==> config.mk <==
export PLATFORM = sky130hd
export DESIGN_NAME = tlul_reg_adapter
export DESIGN_NICKNAME = d
export VERILOG_FILES = /design/src/rtl/tlul_pkg.sv /design/src/rtl/tlul_reg_adapter_pkg.sv /design/src/rtl/tlul_reg_adapter_req_check.sv /design/src/rtl/tlul_reg_adapter.sv
export SDC_FILE = /design/constraint.sdc
export NUM_CORES = 1
export LEC_CHECK = 0
export BUFFER_PORTS_ARGS = -buffer_cell sky130_fd_sc_hd__buf_2
export CAP_MARGIN = 20
export CELL_PAD_IN_SITES_DETAIL_PLACEMENT = 0
export CELL_PAD_IN_SITES_GLOBAL_PLACEMENT = 1
export CORE_MARGIN = 4
export CORE_UTILIZATION = 37
export CTS_BUF_LIST = sky130_fd_sc_hd__clkbuf_16
export CTS_CLUSTER_SIZE = 25
export DETAILED_ROUTE_END_ITERATION = 6
export GPL_ROUTABILITY_DRIVEN = 0
export HOLD_SLACK_MARGIN = 0.02
export PLACE_DENSITY_LB_ADDON = 0.1
export SYNTH_ARGS = -nofsm -noshare
export SYNTH_HDL_FRONTEND = slang
export SYNTH_SLANG_ARGS = --single-unit
==> constraint.sdc <==
create_clock -name clk_i -period 4.8 [get_ports clk_i]
set_clock_uncertainty 0.05 [all_clocks]
set_input_delay 0.24 -clock clk_i [delete_from_list [all_inputs] [get_ports clk_i]]
set_output_delay 0.24 -clock clk_i [all_outputs]
set_load 0.02 [all_outputs]
==> src/rtl/tlul_pkg.sv <==
// TL-UL channel types and opcodes shared by the mux and its device adapters.
//   tl_h2d_t : A channel plus d_ready (host to device)
//   tl_d2h_t : D channel plus a_ready (device to host)
package tlul_pkg;

  typedef enum logic [2:0] {
    PutFullData    = 3'h0,
    PutPartialData = 3'h1,
    Get            = 3'h4
  } tl_a_op_e;

  typedef enum logic [2:0] {
    AccessAck     = 3'h0,
    AccessAckData = 3'h1
  } tl_d_op_e;

  typedef struct packed {
    logic        a_valid;
    tl_a_op_e    a_opcode;
    logic [2:0]  a_param;
    logic [1:0]  a_size;
    logic [7:0]  a_source;
    logic [31:0] a_address;
    logic [3:0]  a_mask;
    logic [31:0] a_data;
    logic        d_ready;
  } tl_h2d_t;

  typedef struct packed {
    logic        d_valid;
    tl_d_op_e    d_opcode;
    logic [2:0]  d_param;
    logic [1:0]  d_size;
    logic [7:0]  d_source;
    logic        d_sink;
    logic [31:0] d_data;
    logic        d_error;
    logic        a_ready;
  } tl_d2h_t;

endpackage

==> src/rtl/tlul_reg_adapter_pkg.sv <==
// Local FSM state encoding for tlul_reg_adapter.
package tlul_reg_adapter_pkg;

  typedef enum logic [1:0] {
    ST_IDLE = 2'd0,
    ST_WAIT = 2'd1,
    ST_RESP = 2'd2
  } adapter_state_e;

endpackage

==> src/rtl/tlul_reg_adapter_req_check.sv <==
// tlul_req_check: combinational legality check of a TL-UL A beat.
//   i_opcode   : a_opcode
//   i_size     : a_size (log2 bytes)
//   i_addr_lsb : a_address[1:0]
//   i_mask     : a_mask
//   o_err_c    : 1 when the request must be rejected
module tlul_req_check
  import tlul_pkg::*;
(
  input  tl_a_op_e   i_opcode,
  input  logic [1:0] i_size,
  input  logic [1:0] i_addr_lsb,
  input  logic [3:0] i_mask,
  output logic       o_err_c
);

  logic w_op_ok;
  logic w_size_bad;
  logic w_misalign;
  logic w_full_mask_bad;

  assign w_op_ok = (i_opcode == Get) || (i_opcode == PutFullData) ||
                   (i_opcode == PutPartialData);
  // Only 2'd3 (8 bytes) exceeds the 32-bit data path.
  assign w_size_bad = (i_size == 2'd3);
  assign w_misalign = ((i_size == 2'd1) && i_addr_lsb[0]) ||
                      ((i_size == 2'd2) && (i_addr_lsb != 2'b00));
  assign w_full_mask_bad = (i_opcode == PutFullData) && (i_mask != 4'hF);

  assign o_err_c = !w_op_ok || w_size_bad || w_misalign || w_full_mask_bad;

endmodule

==> src/rtl/tlul_reg_adapter.sv <==
// tlul_reg_adapter: bridges one TL-UL device slot to a simple register port.
// One transaction outstanding; rejected requests are answered immediately.
//   clk_i, rst_i  : clock, async active-high reset
//   tl_i / tl_o   : TL-UL A channel in / D channel out
//   re_o, we_o    : one-cycle read / write strobes
//   addr_o        : word-aligned register offset
//   wdata_o, be_o : write data and byte enables
//   rdata_i       : read data, valid LAT cycles after the strobe
//   error_i       : register-side error, sampled with rdata_i
module tlul_reg_adapter
  import tlul_pkg::*;
  import tlul_reg_adapter_pkg::*;
#(
  parameter int unsigned AW  = 20,
  parameter int unsigned LAT = 1
) (
  input  logic          clk_i,
  input  logic          rst_i,
  input  tl_h2d_t       tl_i,
  output tl_d2h_t       tl_o,
  output logic          re_o,
  output logic          we_o,
  output logic [AW-1:0] addr_o,
  output logic [31:0]   wdata_o,
  output logic [3:0]    be_o,
  input  logic [31:0]   rdata_i,
  input  logic          error_i
);

  adapter_state_e r_state;
  logic [1:0]     r_cnt;
  tl_a_op_e       r_op;
  logic [7:0]     r_src;
  logic [1:0]     r_size;
  logic [AW-3:0]  r_addr;
  logic [3:0]     r_be;
  logic [31:0]    r_wdata;
  logic           r_rej;
  logic           r_err;
  logic [31:0]    r_rdata;
  logic           r_re;
  logic           r_we;
  logic           r_a_ready;
  logic           r_d_valid;

  logic           w_req_err;
  logic           w_unused;

  // Address bits above the offset are mux select bits; a_param is unused.
  assign w_unused = ^{tl_i.a_param, tl_i.a_address[31:AW]};

  tlul_req_check u_req_check (
    .i_opcode   (tl_i.a_opcode),
    .i_size     (tl_i.a_size),
    .i_addr_lsb (tl_i.a_address[1:0]),
    .i_mask     (tl_i.a_mask),
    .o_err_c    (w_req_err)
  );

  // Request/response FSM; every output below is a register.
  always_ff @(posedge clk_i or posedge rst_i) begin
    if (rst_i) begin
      r_state   <= ST_IDLE;
      r_cnt     <= 2'd0;
      r_op      <= PutFullData;
      r_src     <= 8'd0;
      r_size    <= 2'd0;
      r_addr    <= '0;
      r_be      <= 4'd0;
      r_wdata   <= 32'd0;
      r_rej     <= 1'b0;
      r_err     <= 1'b0;
      r_rdata   <= 32'd0;
      r_re      <= 1'b0;
      r_we      <= 1'b0;
      r_a_ready <= 1'b0;
      r_d_valid <= 1'b0;
    end else begin
      case (r_state)
        ST_IDLE: begin
          r_re <= 1'b0;
          r_we <= 1'b0;
          if (tl_i.a_valid && r_a_ready) begin
            r_a_ready <= 1'b0;
            r_op      <= tl_i.a_opcode;
            r_src     <= tl_i.a_source;
            r_size    <= tl_i.a_size;
            r_addr    <= tl_i.a_address[AW-1:2];
            r_be      <= tl_i.a_mask;
            r_wdata   <= tl_i.a_data;
            r_rej     <= w_req_err;
            r_err     <= 1'b0;
            r_rdata   <= 32'd0;
            r_cnt     <= 2'(LAT);
            if (w_req_err) begin
              // Rejected: skip the register access and respond next cycle.
              r_state   <= ST_RESP;
              r_d_valid <= 1'b1;
            end else begin
              r_state <= ST_WAIT;
              r_re    <= (tl_i.a_opcode == Get);
              r_we    <= (tl_i.a_opcode != Get);
            end
          end else begin
            r_a_ready <= 1'b1;
          end
        end
        ST_WAIT: begin
          r_re <= 1'b0;
          r_we <= 1'b0;
          // First WAIT cycle is the strobe cycle; count LAT more after it.
          if (r_cnt == 2'd0) begin
            r_rdata   <= ((r_op == Get) && !error_i) ? rdata_i : 32'd0;
            r_err     <= error_i;
            r_d_valid <= 1'b1;
            r_state   <= ST_RESP;
          end else begin
            r_cnt <= r_cnt - 2'd1;
          end
        end
        ST_RESP: begin
          if (tl_i.d_ready) begin
            r_d_valid <= 1'b0;
            r_a_ready <= 1'b1;
            r_state   <= ST_IDLE;
          end
        end
        default: begin
          r_state <= ST_IDLE;
        end
      endcase
    end
  end

  assign re_o    = r_re;
  assign we_o    = r_we;
  assign addr_o  = {r_addr, 2'b00};
  assign wdata_o = r_wdata;
  assign be_o    = r_be;

  // D channel assembled from held registers; stable for the whole RESP.
  always_comb begin
    tl_o          = '0;
    tl_o.d_valid  = r_d_valid;
    tl_o.d_opcode = (r_op == Get) ? AccessAckData : AccessAck;
    tl_o.d_size   = r_size;
    tl_o.d_source = r_src;
    tl_o.d_data   = r_rdata;
    tl_o.d_error  = r_err | r_rej;
    tl_o.a_ready  = r_a_ready;
  end

endmodule

==> metrics.md, run 1 <==
| Metric | Value |
|---|---|
| Nets | 625 |
| Post-Syn Area per Cell | 14.6 sq um |
| Cell area after synthesis | 4340 sq um |
| FF-to-FF path depth | 8 |
| Drt via density | 4.73 |
| Post-synth top cells | dfrtp_1 (109), mux2_2 (69), a22o_1 (34) |
| Async set-reset flop share out of synthesis | 100% |
| CTS Buf Count | 9 |
| Starting DRT DRC Count | 176 |
| Area fraction of the dominant cell type after synthesis | 62.9% |
| Total congestion overflow | 0 |
| CP Capture Type | flop |
| Pre-CTS setup slack | 2.07 ns |
| IO buf count | 207 |
| Maximum clock path buffer count | 2 |
| CP Class | flop to flop |
| Fillers | 1,060 |
| Global-route wire length before repair | 15.5 mm |
| Final cell count without fillers | 645 |
| RR Startpoint | r_state[0]$_DFFE_PP0P_ |
| FP Rows | 39 |
| Cell taking the most area after synthesis | dfrtp_1 |
| Syn. warnings | 0 |
| Register area share after synthesis | 62.9% |
| Initial antenna violation count | 0 |
| Vias in the first global route | 3,119 |
| Outcome | finished, final reports clean |
| Root Buffer | clkbuf_16 |
| Core area | 11,500 sq um |
| Yosys reg bits | 109 |
| RSZ-0062 raised after global routing | false |
| Worst EP required | 5.03 ns |
| Total power draw | 3650 uW |
| Synth area leaders | dfrtp_1 (63%), mux2_2 (18%), a22o_1 (6.9%) |
| Highest Clock Rate | 368 MHz |
| Post-synth EDFFs | 0 |
| DIE WIDTH | 116 um |
| Clock Latency Late Sink | 0.34 ns |
| Post-Syn Instances | 298 |
| Slew margin rel. | 33.3% |
| Placed cell count | 631 |
| Crit-path max FO | 33 |
| Antenna violation net count after detailed routing | 0 |
| Final setup TNS | 0 ns |
| Starting density of the core | 37.8% |
| R2r setup slk | 2.09 ns |
| Hold Vio Cnt, Final | 0 |
| Largest net degree at the start of global routing | 73 |
| Gr usage total | 15.0% |
| Wire per inst | 15.8 um |
| Pleak | 0.00300 uW |
| Peak VDD IR | 399 uV |
| Predominant post-synthesis flop cell | dfrtp_1 |
| Distinct cell type count after synthesis | 35 |
| CTS tree | built |
| Pre-Repair DR Iteration Count | 4 |
| Count leader, synth | dfrtp_1 |
| Worst reg2reg endpoint | r_rdata[18]$_DFFE_PP0P_ |
| Die outline height | 116 um |
| MaxCap Viol Count | 0 |
| Share of layout cells above drive strength 1 | 59.0% |
| Vias | 3,053 |
| Die area | 13,500 sq um |
| Hold/Removal Path Class | input port to flop |
| Pwr Density | 633 nW/um^2 |
| Final min period | 2.71 ns |
| Count of final max-slew check failures | 0 |
| Crit path DAT | 2.94 ns |
| HP Start | rdata_i[15] |
| I/O Pins | 231 |
| H-tree levels | 3 |
| # diodes | 0 |
| Reg clk slew, reported paths | 0.07 ns |
| Crit start category | flop |
| Fin worst setup slack | 2.09 ns |
| Final WL | 10.2 mm |
| WHS Endpoint | r_rdata[15]$_DFFE_PP0P_ |
| Tcrit/Tclk final | 56.6% |
| Post-DP HPWL | 7.38 mm |
| Setup Viol. Count Final | 0 |
| CTS resizes | 0 |
| Hold Path Cell Cnt | 2 |
| CTS sink cnt | 109 |
| Slew of the pin with the lowest slew margin | 1.00 ns |
| Area growth, synth to finish | 32.6% |
| DRC viols | 0 |
## cells by family after synthesis
logic type      Yosys count  synth area share, %
compound gates           51                 9.63
other cells               1               0.0864
fa+ha+maj                 4                 1.15
mux                      70                 18.1
simple gates             29                 3.69
buf+inv                  34                 4.44
flops                   109                 62.9
## placed cells by master (no fill, tap or decap), types with 4 or more instances in the layout
master	instances
ha_1	4
buf_2	207
dfrtp_1	109
a22o_1	34
inv_1	7
conb_1	8
nand2_1	4
clkbuf_16	9
nor2_1	8
mux2_2	69
o21ai_0	4
## layer usage
metal / global-route usage (%) / wire length [um]
met3: 7.36 / 1020
met2: 24.1 / 4920
met1: 17.8 / 4090
met5: 0 / 0
met4: 4.72 / 158
## report_power, final
part / internal [uW] / switching, uW
clock network: 445 / 307
registers: 1240 / 149
logic: 644 / 859
total: 2330 / 1320
## worst max path at each step
| stage | cells past startpoint | slack (ns) | start | endpoint |
|---|---|---|---|---|
| 6_report | 8 | 2.09 | r_state[0]$_DFFE_PP0P_ | r_rdata[18]$_DFFE_PP0P_ |
| 5_1_grt | 6 | 1.87 | r_state[0]$_DFFE_PP0P_ | re_o$_DFFE_PP0P_ |
| 2_1_floorplan | 1 | 1.64 | rst_i | be_o[0]$_DFFE_PP0P_ |
| 4_1_cts | 8 | 2.06 | r_state[0]$_DFFE_PP0P_ | r_rdata[18]$_DFFE_PP0P_ |
| 3_3_place_gp | 8 | 2.14 | r_state[0]$_DFFE_PP0P_ | r_rdata[23]$_DFFE_PP0P_ |
| 3_5_place_dp | 8 | 2.07 | r_state[0]$_DFFE_PP0P_ | r_rdata[18]$_DFFE_PP0P_ |
## repair_timing
item,CTS,global route
hold buffers,1,0
hold endpoints to repair,52,0
buffers inserted,0,0
## metrics by stage
step           cell area [sq um]  utilization [%]  hold WS (ns)
2_1_floorplan               4370                -         0.323
3_3_place_gp                5450             47.5         0.333
3_5_place_dp                5450             47.5         0.334
4_1_cts                     5750             50.2        0.0402
5_1_grt                     5750             50.2        0.0541
6_report                    5750             50.2        0.0602
## flip-flops by register name, indices dropped and copies added, names as in the netlist
register   cells
r_rej          1
r_src          8
be_o           4
r_addr        18
r_op           3
r_state        2
re_o           1
r_d_valid      1
we_o           1
r_a_ready      1
r_rdata       32
r_err          1
wdata_o       32
r_cnt          2
r_size         2
## worst max-delay path, cell delays in order (launching register included)
cell and delay, ns:
dfrtp_1 0.37, inv_1 0.07, ha_1 0.32, a21boi_4 0.21
or3_1 0.37, buf_4 0.25, and4bb_1 0.46, buf_4 0.34
a22o_1 0.19
## area by class of cell
| type | count | area, sq um | share of cell area [%] |
|---|---|---|---|
| Clock buffer | 9 | 225 | 3.91 |
| Sequential cell | 109 | 2730 | 47.4 |
| Timing Repair Buffer | 211 | 1070 | 18.6 |
| Inverter | 7 | 28.8 | 0.500 |
| Multi-Input combinational cell | 162 | 1460 | 25.3 |
| Clock inverter | 4 | 67.6 | 1.17 |
| Tap cell | 143 | 179 | 3.11 |
(Power assumes the default switching activity.)
==> inputs of run 2 (changes only) <==
--- a/config.mk
+++ b/config.mk
@@ -10,7 +10,7 @@
 export CELL_PAD_IN_SITES_DETAIL_PLACEMENT = 0
 export CELL_PAD_IN_SITES_GLOBAL_PLACEMENT = 1
 export CORE_MARGIN = 4
-export CORE_UTILIZATION = 37
+export CORE_UTILIZATION = 31
 export CTS_BUF_LIST = sky130_fd_sc_hd__clkbuf_16
 export CTS_CLUSTER_SIZE = 25
 export DETAILED_ROUTE_END_ITERATION = 6
==> constraint.sdc (replaced) <==
create_clock -name clk_i -period 2.45 [get_ports clk_i]
set_clock_uncertainty 0.05 [all_clocks]
set_input_delay 0.1225 -clock clk_i [delete_from_list [all_inputs] [get_ports clk_i]]
set_output_delay 0.1225 -clock clk_i [all_outputs]
set_load 0.02 [all_outputs]
==> run 2 against run 1 <==
Cell area up 19%. Cell count up 22%. Largest power group unchanged. Sequential share of layout area down 7.5 points. Critical path type unchanged. Via count up 14%. Clock power up 72%.
==> metrics.md, run 2 (synthesis results as in run 1) <==
| Metric | Value |
|---|---|
| Outcome | finished, final reports clean |
| Highest Clock Rate | 477 MHz (+30%) |
| IO buf count | 207 (unchanged) |
| Final setup TNS | 0 ns (unchanged) |
| I/O Pins | 231 (unchanged) |
| Hold/Removal Path Class | input port to flop |
| Commonest non-fill, non-tap cell in the layout | buf_2 |
| Final WL | 11.4 mm (+12%) |
| Crit-path max FO | 32 (-3.0%) |
| Peak VDD IR | 516 uV (+29%) |
| MaxCap Viol Count | 0 (unchanged) |
| FP Rows | 42 (+7.7%) |
| Pre-Repair DR Iteration Count | 4 (unchanged) |
| Slew margin rel. | 61.6% (+28 points) |
| Vias | 3,477 (+14%) |
| RSZ-0062 raised after global routing | false |
| Maximum clock path buffer count | 2 (unchanged) |
| Count of final max-slew check failures | 0 (unchanged) |
| H-tree levels | 3 (unchanged) |
| Post-DP HPWL | 7.69 mm (+4.2%) |
| Share of layout cells above drive strength 1 | 49.8% (-9.2 points) |
| CP Class | flop to flop |
| Initial antenna violation count | 0 (unchanged) |
| CTS sink cnt | 109 (unchanged) |
| CP Capture Type | flop |
| Total congestion overflow | 0 (unchanged) |
| Tcrit/Tclk final | 85.6% (+29 points) |
| Crit path DAT | 2.32 ns (-0.62 ns) |
| Final min period | 2.10 ns (-0.619 ns) |
| Crit start category | flop |
| Antenna violation net count after detailed routing | 0 (unchanged) |
| Global-route wire length before repair | 18.8 mm (+21%) |
| CTS tree | built |
| Slew of the pin with the lowest slew margin | 0.575 ns (-0.426 ns) |
| Pre-CTS setup slack | 0.350 ns (-1.71 ns) |
| Area growth, synth to finish | 57.7% |
| Worst EP required | 2.68 ns (-2.35 ns) |
| Most frequent cells in the layout | buf_2 (207), dfrtp_1 (109), dlygate4sd3_1 (100) |
| Core area | 13,500 sq um (+17%) |
| # diodes | 0 (unchanged) |
| Starting density of the core | 32.3% (-5.6 points) |
| Starting DRT DRC Count | 91 (-48%) |
| DRC viols | 0 (unchanged) |
| Largest net degree at the start of global routing | 110 (+51%) |
| Setup Viol. Count Final | 0 (unchanged) |
| Gr usage total | 14.5% (-0.57 points) |
| Wire per inst | 14.5 um (-8.3%) |
| Vias in the first global route | 3,796 (+22%) |
| Die area | 16,000 sq um (+18%) |
| Pleak | 0.00343 uW (+15%) |
| Die outline height | 126 um (+8.6%) |
| Clock Latency Late Sink | 0.34 ns (about the same) |
| CTS Hold Buffers Added | 100 (+99) |
| Nets | 729 (+17%) |
| Drt via density | 4.43 (-6.4%) |
| Fin worst setup slack | 0.354 ns (-1.73 ns) |
| Postcts setup bufs | 0 (unchanged) |
| CTS resizes | 0 (unchanged) |
| Reg clk slew, reported paths | 0.07 ns (about the same) |
| Hold Vio Cnt, Final | 0 (unchanged) |
| Pwr Density | 1050 nW/um^2 (+66%) |
| DIE WIDTH | 126 um (+8.6%) |
| Root Buffer | clkbuf_16 |
| CTS Buf Count | 9 (unchanged) |
run 2: worst paths after layout:
kind / from / end / depth (start not counted) / slack, ns
min: error_i / r_err$_DFFE_PP0P_ / 4 / 0.15
max reg2reg: r_state[0]$_DFFE_PP0P_ / r_rdata[18]$_DFFE_PP0P_ / 7 / 0.35
max in group asynchronous: rst_i / r_addr[6]$_DFFE_PP0P_ / 4 / 1.45
max: r_state[0]$_DFFE_PP0P_ / r_rdata[18]$_DFFE_PP0P_ / 7 / 0.35
min in group asynchronous: rst_i / r_cnt[1]$_DFFE_PP0P_ / 4 / 0.46
min reg2reg: r_rej$_DFFE_PP0P_ / r_rej$_DFFE_PP0P_ / 2 / 0.42
run 2: routing by layer:
metal,vias up,GRT usage [%],routed length (um)
met1,1673,18.8,4980
met2,135,22.8,5310
met5,-,0,0
li1,1659,-,-
met4,0,3.53,157
met3,10,5.63,906
run 2: stage by stage:
step                util [%]  hold slack (ns)  std cells  instance area (sq um)  total power (uW)
global placement        41.5            0.291        669                   5580              5770
global route            50.9            0.147        785                   6840              7680
floorplan                  -            0.205        305                   4370              4790
finish                  50.9            0.151        785                   6840              7190
CTS                     50.9            0.131        785                   6840              7310
detailed placement      41.5            0.292        669                   5580              5850
run 2: layout make-up:
class	instances	area (sq um)
clock buffers	9	225
clock inverters	7	33.8
fillers	1200	6610
inverters	7	30.0
multi-input cells	162	1460
flip-flops and latches	109	2730
well taps	176	220
repair buffers	315	2150
run 2: critical path, stage by stage (launching register included):
cell,delay [ns]
dfrtp_1,0.37
inv_1,0.07
ha_1,0.27
a21boi_4,0.19
or3_1,0.40
and4bb_1,0.33
buf_12,0.20
a22o_1,0.15
run 2: power breakdown:
group / internal, uW / total (uW) / switching [uW] / leakage, uW
clock: 674 / 1290 / 617 / 0.000131
combinational: 1410 / 3160 / 1750 / 0.00194
sequential: 2430 / 2740 / 304 / 0.00136
total: 4520 / 7190 / 2670 / 0.00343
